`src/rtl/core_pkg.sv`:
```
// Shared types and encodings for the load/store path: FSM states, size codes,
// fault codes and the store lane-placement helpers.
package core_pkg;

  typedef enum logic [1:0] {IDLE, REQ, WAIT, RESP} lsu_state_e;

  localparam logic [2:0] F3_B  = 3'd0;
  localparam logic [2:0] F3_H  = 3'd1;
  localparam logic [2:0] F3_W  = 3'd2;
  localparam logic [2:0] F3_BU = 3'd4;
  localparam logic [2:0] F3_HU = 3'd5;

  localparam logic [1:0] FLT_NONE     = 2'd0;
  localparam logic [1:0] FLT_MISALIGN = 2'd1;
  localparam logic [1:0] FLT_TIMEOUT  = 2'd2;

  typedef struct packed {
    logic       store;
    logic [2:0] funct3;
    logic [1:0] off;
    logic [4:0] rd;
  } lsu_op_t;

  // Stores only look at funct3[1:0] (4/5 alias b/h); loads need the exact code.
  function automatic logic is_misaligned(input logic store, input logic [2:0] f3,
                                         input logic [1:0] off);
    logic half, word;
    if (store) begin
      half = (f3[1:0] == 2'd1);
      word = f3[1];
    end else begin
      half = (f3 == F3_H) || (f3 == F3_HU);
      word = (f3 == F3_W);
    end
    return (half && off[0]) || (word && (off != 2'd0));
  endfunction

  function automatic logic [3:0] store_mask(input logic [2:0] f3, input logic [1:0] off);
    case (f3[1:0])
      2'd0:    return 4'b0001 << off;
      2'd1:    return 4'b0011 << off;
      default: return 4'b1111;
    endcase
  endfunction

  function automatic logic [31:0] store_data(input logic [2:0] f3, input logic [31:0] wd);
    case (f3[1:0])
      2'd0:    return {4{wd[7:0]}};
      2'd1:    return {2{wd[15:0]}};
      default: return wd;
    endcase
  endfunction

endpackage

```
`src/rtl/lsu_load_align.sv`:
```
// Picks the addressed byte/half out of a raw memory word and extends it.
// Undefined size codes yield zero.
module lsu_load_align
  import core_pkg::*;
(
  input  logic [31:0] rdata_i,
  input  logic [1:0]  off_i,
  input  logic [2:0]  funct3_i,
  output logic [31:0] data_o
);

  logic [31:0] shifted;
  logic [7:0]  b;
  logic [15:0] h;

  always_comb begin
    shifted = rdata_i >> {off_i, 3'b000};
    b       = shifted[7:0];
    h       = off_i[1] ? rdata_i[31:16] : rdata_i[15:0];
    case (funct3_i)
      F3_B:    data_o = {{24{b[7]}}, b};
      F3_H:    data_o = {{16{h[15]}}, h};
      F3_W:    data_o = rdata_i;
      F3_BU:   data_o = {24'd0, b};
      F3_HU:   data_o = {16'd0, h};
      default: data_o = 32'd0;
    endcase
  end

endmodule

```
`src/rtl/lsu_ctrl.sv`:
```
// Load/store control stage: one op per EXU handshake, one MEM request per
// memory op, result handed to WBU with a valid/ready handshake.
module lsu_ctrl
  import core_pkg::*;
#(
  parameter int TIMEOUT_CYCLES = 255,
  parameter int CNT_W          = 8
) (
  input  logic        clk,
  input  logic        rst,
  input  logic        in_valid,
  output logic        in_ready,
  input  logic        in_load,
  input  logic        in_store,
  input  logic [2:0]  in_funct3,
  input  logic [31:0] in_addr,
  input  logic [31:0] in_wdata,
  input  logic [4:0]  in_rd,
  output logic        mem_req_valid,
  input  logic        mem_req_ready,
  output logic        mem_wen,
  output logic [31:0] mem_addr,
  output logic [31:0] mem_wdata,
  output logic [7:0]  mem_wmask,
  input  logic        mem_resp_valid,
  input  logic [31:0] mem_rdata,
  output logic        out_valid,
  input  logic        out_ready,
  output logic [4:0]  out_rd,
  output logic [31:0] out_data,
  output logic        out_wen,
  output logic [1:0]  out_fault
);

  localparam bit             TO_EN  = (TIMEOUT_CYCLES != 0);
  localparam logic [CNT_W:0] TO_LIM = (CNT_W+1)'(TIMEOUT_CYCLES);

  lsu_state_e       state_q, state_d;
  lsu_op_t          op_q, op_d;
  logic [CNT_W-1:0] cnt_q, cnt_d;
  logic [CNT_W:0]   cnt_inc;
  logic             mem_wen_q, mem_wen_d;
  logic [31:0]      mem_addr_q, mem_addr_d;
  logic [31:0]      mem_wdata_q, mem_wdata_d;
  logic [3:0]       mem_wmask_q, mem_wmask_d;
  logic [31:0]      out_data_q, out_data_d;
  logic             out_wen_q, out_wen_d;
  logic [1:0]       out_fault_q, out_fault_d;
  logic [31:0]      ld_data;

  lsu_load_align u_align (
    .rdata_i  (mem_rdata),
    .off_i    (op_q.off),
    .funct3_i (op_q.funct3),
    .data_o   (ld_data)
  );

  assign cnt_inc = {1'b0, cnt_q} + (CNT_W+1)'(1);

  always_comb begin
    state_d     = state_q;
    op_d        = op_q;
    cnt_d       = cnt_q;
    mem_wen_d   = mem_wen_q;
    mem_addr_d  = mem_addr_q;
    mem_wdata_d = mem_wdata_q;
    mem_wmask_d = mem_wmask_q;
    out_data_d  = out_data_q;
    out_wen_d   = out_wen_q;
    out_fault_d = out_fault_q;
    case (state_q)
      IDLE: if (in_valid) begin
        op_d        = '{store: in_store, funct3: in_funct3, off: in_addr[1:0], rd: in_rd};
        out_data_d  = 32'd0;
        out_wen_d   = 1'b0;
        out_fault_d = FLT_NONE;
        if (!in_load && !in_store) begin
          out_data_d = in_addr;
          out_wen_d  = (in_rd != 5'd0);
          state_d    = RESP;
        end else if (is_misaligned(in_store, in_funct3, in_addr[1:0])) begin
          out_fault_d = FLT_MISALIGN;
          state_d     = RESP;
        end else begin
          mem_wen_d   = in_store;
          mem_addr_d  = {in_addr[31:2], 2'b00};
          mem_wmask_d = in_store ? store_mask(in_funct3, in_addr[1:0]) : 4'd0;
          mem_wdata_d = in_store ? store_data(in_funct3, in_wdata) : 32'd0;
          state_d     = REQ;
        end
      end
      REQ: if (mem_req_ready) begin
        cnt_d   = '0;
        state_d = WAIT;
      end
      WAIT: begin
        cnt_d = cnt_inc[CNT_W-1:0];
        // A response landing on the timeout cycle still wins.
        if (mem_resp_valid) begin
          state_d = RESP;
          if (!op_q.store) begin
            out_data_d = ld_data;
            out_wen_d  = (op_q.rd != 5'd0) &&
                         (op_q.funct3 != 3'd3) && (op_q.funct3[2:1] != 2'b11);
          end
        end else if (TO_EN && (cnt_inc == TO_LIM)) begin
          out_fault_d = FLT_TIMEOUT;
          state_d     = RESP;
        end
      end
      RESP: if (out_ready) state_d = IDLE;
      default: state_d = IDLE;
    endcase
  end

  always_ff @(posedge clk) begin
    if (rst) begin
      state_q     <= IDLE;
      op_q        <= '0;
      cnt_q       <= '0;
      mem_wen_q   <= 1'b0;
      mem_addr_q  <= 32'd0;
      mem_wdata_q <= 32'd0;
      mem_wmask_q <= 4'd0;
      out_data_q  <= 32'd0;
      out_wen_q   <= 1'b0;
      out_fault_q <= FLT_NONE;
    end else begin
      state_q     <= state_d;
      op_q        <= op_d;
      cnt_q       <= cnt_d;
      mem_wen_q   <= mem_wen_d;
      mem_addr_q  <= mem_addr_d;
      mem_wdata_q <= mem_wdata_d;
      mem_wmask_q <= mem_wmask_d;
      out_data_q  <= out_data_d;
      out_wen_q   <= out_wen_d;
      out_fault_q <= out_fault_d;
    end
  end

  assign in_ready      = (state_q == IDLE);
  assign mem_req_valid = (state_q == REQ);
  assign out_valid     = (state_q == RESP);
  assign mem_wen       = mem_wen_q;
  assign mem_addr      = mem_addr_q;
  assign mem_wdata     = mem_wdata_q;
  assign mem_wmask     = {4'd0, mem_wmask_q};
  assign out_rd        = op_q.rd;
  assign out_data      = out_data_q;
  assign out_wen       = out_wen_q;
  assign out_fault     = out_fault_q;

endmodule

```
`config.mk`:
```
export PLATFORM = sky130hd
export DESIGN_NAME = lsu_ctrl
export DESIGN_NICKNAME = d
export VERILOG_FILES = /design/src/rtl/core_pkg.sv /design/src/rtl/lsu_load_align.sv /design/src/rtl/lsu_ctrl.sv
export SDC_FILE = /design/constraint.sdc
export NUM_CORES = 1
export LEC_CHECK = 0
export CORE_MARGIN = 3
export CORE_UTILIZATION = 49
export DETAILED_ROUTE_END_ITERATION = 6
export PLACE_DENSITY = 0.94
export SETUP_SLACK_MARGIN = 0.05
export SYNTH_ARGS = -nofsm -noshare
export SYNTH_HDL_FRONTEND = slang
export SYNTH_HIERARCHICAL = 1
export SYNTH_SLANG_ARGS = --single-unit
```
`constraint.sdc`:
```
create_clock -name clk -period 3.95 [get_ports clk]
set_input_delay 0.395 -clock clk [delete_from_list [all_inputs] [get_ports clk]]
set_output_delay 0.395 -clock clk [all_outputs]
set_load 0.02 [all_outputs]
```
==> key figures, run 1 <==
Global route
  – Total congestion overflow: 0
  – Busiest grt layer: met2
  – Met1 global-route usage: 0.335
  – Met2 global-route usage: 0.499
  – Met3 usage: 0.118
  – Gr usage total: 0.305
  – Antenna violations before repair: 0
  – Pin count of the biggest net entering global routing: 102
  – Vias in the first global route: 6,646
  – First-pass GRT wire length: 34,700 um

Yosys
  – Cell type with the largest total area after synthesis: dfxtp_1
  – Post-synth ARST share: 0
  – Syn Inst Count: between 700 and 800
  – Synth cell types: 55
  – Number of synthesized flops with an enable pin: 0
  – Yosys warning count: 6
  – Synth top area cells: dfxtp_1 39%, nand2_1 6.6%, a22oi_1 6.5%
  – Share of the synthesized area in the top cell type: 0.387
  – Most used flip-flop cell after synthesis: dfxtp_1
  – Sequential share of the synthesized area: 0.387
  – Yosys reg bits: 123
  – Syn_area_per_cell: around 8.5 sq um
  – Synthesized cell area: 6360 sq um

Layout
  – Storage element area: approximately 2500 sq um
  – Share of post-route cells with drive strength above 1: 0.121
  – Fillers: approximately 840
  – Final net count: roughly 1,000
  – # diodes: 0
  – Multi-input gate area: between 3000 and 4000 sq um
  – Area grow syn2layout: 42.2%
  – Final Non-Filler Cells: 1,103

Critical path
  – Worst-path fanout max: 48
  – Reg2reg end: out_data[19]
  – CP Launch Type: flop
  – RR Startpoint: state_q[0]
  – CP arrival: approximately 3.4 ns
  – Reg2reg setup slack: about 0.84 ns
  – CP max stage delay: approximately 0.84 ns
  – Worst setup path end: out_data[19]
  – CP Class: reg2reg
  – Crit path max-delay cell type: ha_2
  – Worst R2R Path Depth: 7
  – Critical-path cell list: inv_1 > ha_2 > a21oi_1 > nor2b_4 > buf_12 > nor2_1 > a211oi_1
  – Critical Path Sink Type: flop
  – Critical Path Start: state_q[0]
  – Worst Path Required: between 4 and 5 ns

Power
  – Pwr dens: between 500 and 600 nW/um^2
  – Leak Pwr: 3.21 nW
  – Total Power: approximately 5.4 mW
  – Max VDD drop: about 0.40 mV

Route
  – Remaining antenna violation count after routing: 0
  – Routed wire length: around 22,000 um
  – Avg WL per Cell: 20.3 um
  – Remaining DRCs: 1
  – 1st-pass router iterations: 7
  – Via count: between 6,000 and 7,000
  – Vias per Instance: about 6.0
  – Starting DRT DRC Count: a little over 900

Floorplanning
  – Die area: about 14,000 sq um
  – Placement Rows: 40
  – Placeable core area: between 10,000 and 15,000 sq um
  – Initial cell density of the core: 0.514
  – I/O pin cnt: about 230
  – Die Y: around 120 um
  – Chip width: 120 um

STA
  – RSZ-0062 raised after global routing: no
  – Max transition margin: 0.239
  – Final hold vios: 0
  – Final Setup Violations: 0
  – Final period util: 0.787
  – Slew Limit Fails: 0
  – Min Tclk post-route: between 3 and 4 ns
  – Setup TNS: 0 ns
  – WHS: 0.452 ns
  – Worst-Margin Slew: approximately 1.1 ns
  – Fmax: roughly 320 MHz
  – Final Skew: roughly 0.0072 ns

Clocking
  – Clock buffer depth: 2
  – CTS Buf Count: 17
  – Post_cts resized: 0
  – CTS HTree Levels: 4
  – Worst skew pair latency: roughly 0.43 ns
  – CTS tree: built
  – Clk slew on worst S/H paths: around 0.05 ns
  – Setup Buffers After CTS: 0
  – Hold_buf cts: 0
  – CTS root buffer: clkbuf_16
  – # clock sinks: around 120

Place
  – Detailed placement HPWL: 14,700 um
  – GP Congestion: a little under 0.9
  – Port bufs: 221
  – Placed Cells: roughly 1,100

Worst hold path
  – Worst Hold Class: reg2reg
  – Worst Hold Depth: 2
  – HP Start: mem_addr[4]

Status
  – Failing checks: design-rule violations
  – Outcome: finished with violations

Job
  – Max Cap Violations: 0
-- layer usage --
layer	wire length, um	up-vias
met4	1330	0
li1	-	3018
met1	7950	3059
met5	0	-
met2	10400	469
met3	2690	112
-- kinds of logic (layout without fill, tap and decap cells) --
family / Yosys count / in the layout / share of synthesized area
and+or+nand+nor: 245 / 245 / 0.168
other: 1 / 6 / 0.000590
muxes: 52 / 52 / 0.0894
xor gates and xnor gates: 2 / 2 / 0.00276
adders and majority gates: 6 / 6 / 0.0118
AOI/OAI and AO/OA: 232 / 232 / 0.262
buffers and inverters: 87 / 269 / 0.0778
DFF: 123 / 123 / 0.387
-- worst min path at each step --
stage / end / slack, ns
after global placement: mem_wmask_q[3] / 0.44
final: mem_addr[4] / 0.45
after detailed placement: mem_wmask_q[3] / 0.45
after floorplan: op_q[10] / 0.43
after global routing: mem_addr[4] / 0.47
after CTS: mem_wmask_q[3] / 0.45
-- area by class of cell --
cell class,instances,area share
inverters,8,0.00332
well taps,168,0.0233
flip-flops and latches,123,0.273
multi-input cells,543,0.379
clock inverters,11,0.0158
repair buffers,229,0.254
clock buffers,21,0.0521
-- through the flow --
step                      setup WS (ns)  instance area [sq um]   util
after CTS                         0.898                   9040  0.731
final                             0.842                   9040  0.731
after detailed placement          0.982                   8420  0.681
after global routing              0.580                   9040  0.731
after floorplan                    2.11                   6370      -
after global placement             1.06                   8420  0.681
-- cells in the final DEF (no fill, tap or decap), drive strengths merged, types with 2 or more instances in the layout --
cell type,instances
mux2,35
or4,2
nand2b,3
inv,8
o22ai,7
clkbuf,21
mux2i,17
clkinvlp,5
bufinv,3
a21o,3
dfxtp,123
nand4,2
nor3b,3
nor2b,6
clkdlybuf4s50,220
buf,9
nand2,112
ha,6
nor2,82
o21ai,31
o21a,2
or2,2
nand3,20
nor4,2
nor3,5
xor2,2
a211oi,33
a22oi,76
clkinv,3
conb,6
o211ai,17
a21oi,57
-- power by group --
| part | switching (mW) | internal [mW] | leakage, nW |
|---|---|---|---|
| sequential | 0.174 | 1.48 | 1.00 |
| combinational | 1.23 | 0.908 | 1.92 |
| clock | 0.579 | 1.04 | 0.287 |
-- worst max-delay path: cells and delay by family (launching register included) --
kind	cells	cell delay, ns
AOI/OAI and AO/OA	2	0.64
buffers and inverters	2	0.40
adders and majority gates	1	0.84
DFF	1	0.33
and+or+nand+nor	2	0.75
-- state kept, by name (all words and copies together), names as in the netlist --
| name | cells |
|---|---|
| mem_wdata | 32 |
| out_data | 32 |
| mem_addr | 30 |
| cnt_q | 8 |
| op_q | 6 |
| out_rd | 5 |
| mem_wmask_q | 4 |
| out_fault | 2 |
| state_q | 2 |
| mem_wen | 1 |
| out_wen | 1 |
-- Yosys cell counts (all sizes together), types with 7 or more instances --
| master | n |
|---|---|
| nor2 | 82 |
| mux2i | 17 |
| buf | 52 |
| inv | 8 |
| a22oi | 76 |
| nand2 | 112 |
| o22ai | 7 |
| mux2 | 35 |
| a21oi | 57 |
| dfxtp | 123 |
| clkbuf | 27 |
| nand3 | 20 |
| o21ai | 31 |
| o211ai | 17 |
| a211oi | 33 |
Note: power is estimated with default switching activity, not from simulation.
==> inputs of run 2 (changes only) <==
CORE_UTILIZATION = 41   (was 49)
PLACE_DENSITY = 0.85   (was 0.94)
clock period = 2.8 ns   (was 3.95 ns; I/O delays follow)
==> key figures, run 2 (synthesis results as in run 1) <==
Route
  – Vias per Instance: 5.64
  – Remaining DRCs: 0
  – Via count: between 6,000 and 7,000
  – Remaining antenna violation count after routing: 0
  – Starting DRT DRC Count: about 470
  – Routed wire length: 21,000 um
  – 1st-pass router iterations: 5
  – Avg WL per Cell: about 19 um

Critical path
  – Crit path max-delay cell type: and2_2
  – CP Class: reg2reg
  – CP arrival: approximately 2.5 ns
  – Worst R2R Path Depth: 8
  – CP max stage delay: just under 0.4 ns
  – Worst setup path end: out_wen
  – Critical-path cell list: inv_1 > ha_1 > and2_2 > a21oi_1 > nor2b_4 > buf_12 > nor2_1 > a311oi_1
  – Reg2reg end: out_wen
  – RR Startpoint: state_q[0]
  – Critical Path Sink Type: flop
  – Reg2reg setup slack: roughly 0.6 ns
  – CP Launch Type: flop
  – Worst-path fanout max: 66
  – Critical Path Start: state_q[0]
  – Worst Path Required: between 3 and 4 ns

STA
  – Final period util: 0.787
  – Final hold vios: 0
  – Slew Limit Fails: 0
  – Min Tclk post-route: between 2 and 2.5 ns
  – Setup TNS: 0 ns
  – Fmax: approximately 450 MHz
  – WHS: roughly 0.43 ns
  – Worst-Margin Slew: around 0.8 ns
  – Final Skew: 0.00815 ns
  – Max transition margin: 0.464
  – RSZ-0062 raised after global routing: no
  – Final Setup Violations: 0

Clocking
  – CTS Buf Count: 17
  – Hold_buf cts: 0
  – CTS tree: built
  – Worst skew pair latency: approximately 0.42 ns
  – CTS HTree Levels: 4
  – Clock buffer depth: 2
  – Post_cts resized: 0
  – Clk slew on worst S/H paths: about 0.06 ns
  – CTS root buffer: clkbuf_16
  – Setup Buffers After CTS: 0
  – # clock sinks: about 120

Global route
  – First-pass GRT wire length: roughly 32,000 um
  – Antenna violations before repair: 0
  – Pin count of the biggest net entering global routing: 67
  – Gr usage total: 0.242
  – Vias in the first global route: between 6,000 and 7,000
  – Total congestion overflow: 0

Power
  – Total Power: between 7 and 8 mW
  – Pwr dens: just over 800 nW/um^2
  – Leak Pwr: approximately 3.3 nW
  – Max VDD drop: around 0.43 mV

Job
  – Max Cap Violations: 0

Layout
  – Share of post-route cells with drive strength above 1: 0.128
  – Fillers: ~1,300
  – Leading cell type in the layout, fill and taps excluded: clkdlybuf4s50_1
  – Multi-input gate area: 3430 sq um
  – Final net count: between 1,000 and 1,500
  – Core Util, Final: 0.613
  – Most frequent cells in the layout: 220 x clkdlybuf4s50_1, 123 x dfxtp_1, 112 x nand2_1
  – # diodes: 0
  – Area grow syn2layout: 43.4%
  – Final Non-Filler Cells: ~1,100
  – Storage element area: around 2500 sq um

Worst hold path
  – Worst Hold Class: in2reg

Place
  – Port bufs: ~220
  – Detailed placement HPWL: about 15,000 um
  – GP Congestion: 0.858
  – Placed Cells: ~1,100

Floorplanning
  – Die Y: 131 um
  – Placement Rows: 44
  – Die area: around 17,000 sq um
  – Initial cell density of the core: 0.428
  – I/O pin cnt: 228
  – Chip width: 131 um
  – Placeable core area: about 15,000 sq um

Status
  – Outcome: finished clean
run 2: cell types whose count changed in the layout (fill, tap and decap cells not counted):
cell	delta
clkinv_4	+5
buf_12	+1
clkinvlp_4	-3
clkbuf_8	-3
buf_4	+7
inv_6	+1
run 2: how the worst min path moves through the flow:
stage                 startpoint            end  slack (ns)  cells past startpoint
floorplan            in_wdata[7]   mem_wdata[7]        0.42                      2
global placement    mem_addr[26]   mem_addr[26]        0.44                      2
detailed placement  mem_addr[23]   mem_addr[23]        0.45                      2
CTS                          rst   mem_wdata[1]        0.41                      2
global route            in_rd[3]      out_rd[3]        0.43                      3
finish                       rst  mem_wdata[26]        0.43                      2
run 2: critical path: cells and delay by family, from the launching register on:
family                   cells  cell delay (ns)
buffers and inverters        2             0.40
AND/OR/NAND/NOR              3             0.64
adder cells (fa/ha/maj)      1             0.31
AO/OA/AOI/OAI                2             0.42
flip-flops                   1             0.32
run 2: power breakdown:
| group | internal, mW | switching (mW) | leakage, nW | total (mW) |
|---|---|---|---|---|
| Combinational | 1.30 | 1.72 | 1.96 | 3.02 |
| Clock | 1.40 | 0.841 | 0.290 | 2.24 |
| Sequential | 2.09 | 0.208 | 1.00 | 2.30 |
| Total | 4.79 | 2.77 | 3.26 | 7.56 |
run 2: metrics by stage:
step,setup WS [ns],area (sq um)
after floorplan,0.961,6370
after global placement,0.482,8520
after detailed placement,0.432,8520
after CTS,0.579,9120
after global routing,0.370,9120
final,0.595,9120
run 2: area by class of cell:
| class | count | share of cell area |
|---|---|---|
| sequential | 123 | 0.270 |
| tap | 184 | 0.0253 |
| clock inverter | 14 | 0.0189 |
| clock buffer | 18 | 0.0471 |
| multi-input combinational | 543 | 0.376 |
| timing repair buffer | 237 | 0.260 |
| inverter | 8 | 0.00329 |
run 2: layer usage:
layer	vias up	wire length (um)	track usage	share of wire
li1	3037	-	-	-
met1	2979	8370	0.293	0.40
met5	-	0	0	0
met2	300	10100	0.401	0.48
met3	36	2060	0.0911	0.098
met4	0	490	0.0750	0.023
==> inputs of run 3 (changes only) <==
CORE_UTILIZATION = 45   (was 41)
PLACE_DENSITY = 0.88   (was 0.85)
clock period = 2.2 ns   (was 2.8 ns; I/O delays follow)
==> key figures, run 3 (synthesis results as in run 1) <==
STA
  – Final hold vios: 0
  – Setup TNS: 0 ns
  – Slew Limit Fails: 0
  – WHS: roughly 0.25 ns
  – Final period util: 0.922
  – Final Setup Violations: 0
  – Fmax: approximately 500 MHz
  – Worst-Margin Slew: 0.731 ns
  – RSZ-0062 raised after global routing: no
  – Min setup slack post-route: ~0.17 ns
  – Final Skew: between 0.005 and 0.006 ns
  – Min Tclk post-route: 2.03 ns
  – Max transition margin: 0.511

Floorplanning
  – Placement Rows: 42
  – Die area: 15,600 sq um
  – Die Y: 125 um
  – Chip width: 125 um
  – I/O pin cnt: ~230
  – Initial cell density of the core: 0.471
  – Placeable core area: 13,500 sq um

Place
  – Placed Cells: ~1,100
  – Detailed placement HPWL: around 15,000 um
  – GP Congestion: between 0.8 and 0.9
  – Port bufs: between 200 and 250
  – DP Worst Slack: about 0.057 ns

Route
  – Remaining DRCs: 2
  – Routed wire length: between 20,000 and 25,000 um
  – M1 wire length: around 8600 um
  – Met3 routed WL: 1860 um
  – Remaining antenna violation count after routing: 0
  – Met2 WL: approximately 9700 um
  – Via count: around 6,400
  – Top routing layer used: met4
  – Avg WL per Cell: between 15 and 20 um
  – Starting DRT DRC Count: approximately 520
  – Vias per Instance: around 5.7
  – 1st-pass router iterations: 7

Clocking
  – CTS root buffer: clkbuf_16
  – CTS tree: built
  – Clock buffer depth: 2
  – Setup Buffers After CTS: 0
  – Clk slew on worst S/H paths: about 0.05 ns
  – Post_cts resized: 0
  – Hold_buf cts: 0
  – Worst skew pair latency: a little over 0.4 ns
  – # clock sinks: 123
  – CTS HTree Levels: 4
  – CTS Buf Count: 17

Power
  – Max VDD drop: 0.600 mV
  – Pwr dens: 1050 nW/um^2
  – Leak Pwr: ~3.3 nW

Worst hold path
  – Worst Hold Class: in2reg
  – Worst hold path endpoint: cnt_q[1]
  – Worst Hold Depth: 2
  – HP Start: rst

Global route
  – First-pass GRT wire length: around 32,000 um
  – Total congestion overflow: 0
  – Antenna violations before repair: 0
  – Gr usage total: 0.257
  – Vias in the first global route: just over 6,000
  – Pin count of the biggest net entering global routing: 67

Layout
  – Share of post-route cells with drive strength above 1: 0.131
  – Leading cell type in the layout, fill and taps excluded: clkdlybuf4s50_1
  – Final Non-Filler Cells: between 1,000 and 1,500
  – # diodes: 0
  – Area grow syn2layout: 45.0%
  – Final net count: around 1,100
  – Most frequent cells in the layout: 220 x clkdlybuf4s50_1, 123 x dfxtp_1, 112 x nand2_1

Status
  – Outcome: finished with violations
  – Failing checks: design-rule violations

Critical path
  – Reg2reg end: out_data[20]
  – Crit path max-delay cell type: clkdlybuf4s50_1
  – Critical Path Start: state_q[0]
  – Critical-path cell list: inv_1 > ha_1 > clkdlybuf4s50_1
  – CP Launch Type: flop
  – Worst Path Required: about 2 ns
  – Worst-path fanout max: 7
  – CP Class: reg2out
  – RR Startpoint: state_q[0]
  – Reg2reg setup slack: between 0.2 and 0.25 ns
  – Critical Path Sink Type: output port
  – Worst R2R Path Depth: 8
  – CP arrival: 1.81 ns
  – CP max stage delay: roughly 0.66 ns

Job
  – Max Cap Violations: 0
-- run 3: changes by cell type in the layout (fill, tap and decap cells not counted) --
| cell | previous run | this run |
|---|---|---|
| clkbuf_1 | 1 | 5 |
| inv_6 | 1 | 0 |
| clkbuf_8 | 0 | 3 |
| clkinvlp_4 | 2 | 1 |
| buf_12 | 3 | 7 |
| buf_4 | 14 | 18 |
| clkinv_4 | 5 | 0 |
-- run 3: report_power, final --
group / switching, mW / total, mW / leakage, nW / internal, mW
Clock: 0.961 / 2.83 / 0.291 / 1.87
Sequential: 0.262 / 2.93 / 1.00 / 2.67
Combinational: 2.19 / 3.92 / 2.02 / 1.73
-- run 3: final cells by class --
| type | count | area (sq um) |
|---|---|---|
| fill | 1040 | 4290 |
| multi-input combinational | 543 | 3430 |
| timing repair buffer | 245 | 2480 |
| sequential | 123 | 2460 |
| clock buffer | 25 | 485 |
| tap | 176 | 220 |
| clock inverter | 7 | 113 |
| inverter | 8 | 30.0 |
-- run 3: stage by stage --
stage / instance area [sq um] / utilization / power [mW]
3_5_place_dp: 8620 / 0.638 / 6.85
2_1_floorplan: 6370 / - / 5.34
4_1_cts: 9210 / 0.682 / 9.70
6_report: 9210 / 0.682 / 9.68
5_1_grt: 9210 / 0.682 / 10.1
3_3_place_gp: 8620 / 0.638 / 6.77
-- run 3: worst max-delay path by stage --
stage                          endpoint  cells past startpoint  slack, ns
after floorplan            out_data[10]                      8       0.36
after global placement    mem_wdata[13]                      5       0.10
after detailed placement   mem_wdata[0]                      7       0.06
after CTS                      in_ready                      3       0.16
after global routing        out_data[8]                      8       0.06
final                          in_ready                      3       0.17
-- run 3: layer usage --
| layer | global-route usage | vias up |
|---|---|---|
| li1 | - | 3050 |
| met1 | 0.317 | 3002 |
| met2 | 0.417 | 310 |
| met3 | 0.0823 | 50 |
| met4 | 0.103 | 0 |
| met5 | 0 | - |
-- run 3: critical path: cells and delay by family, from the launching register on --
| kind | cells | cell delay [ns] |
|---|---|---|
| adder cells (fa/ha/maj) | 1 | 0.28 |
| buffers and inverters | 2 | 0.78 |
| flip-flops | 1 | 0.33 |
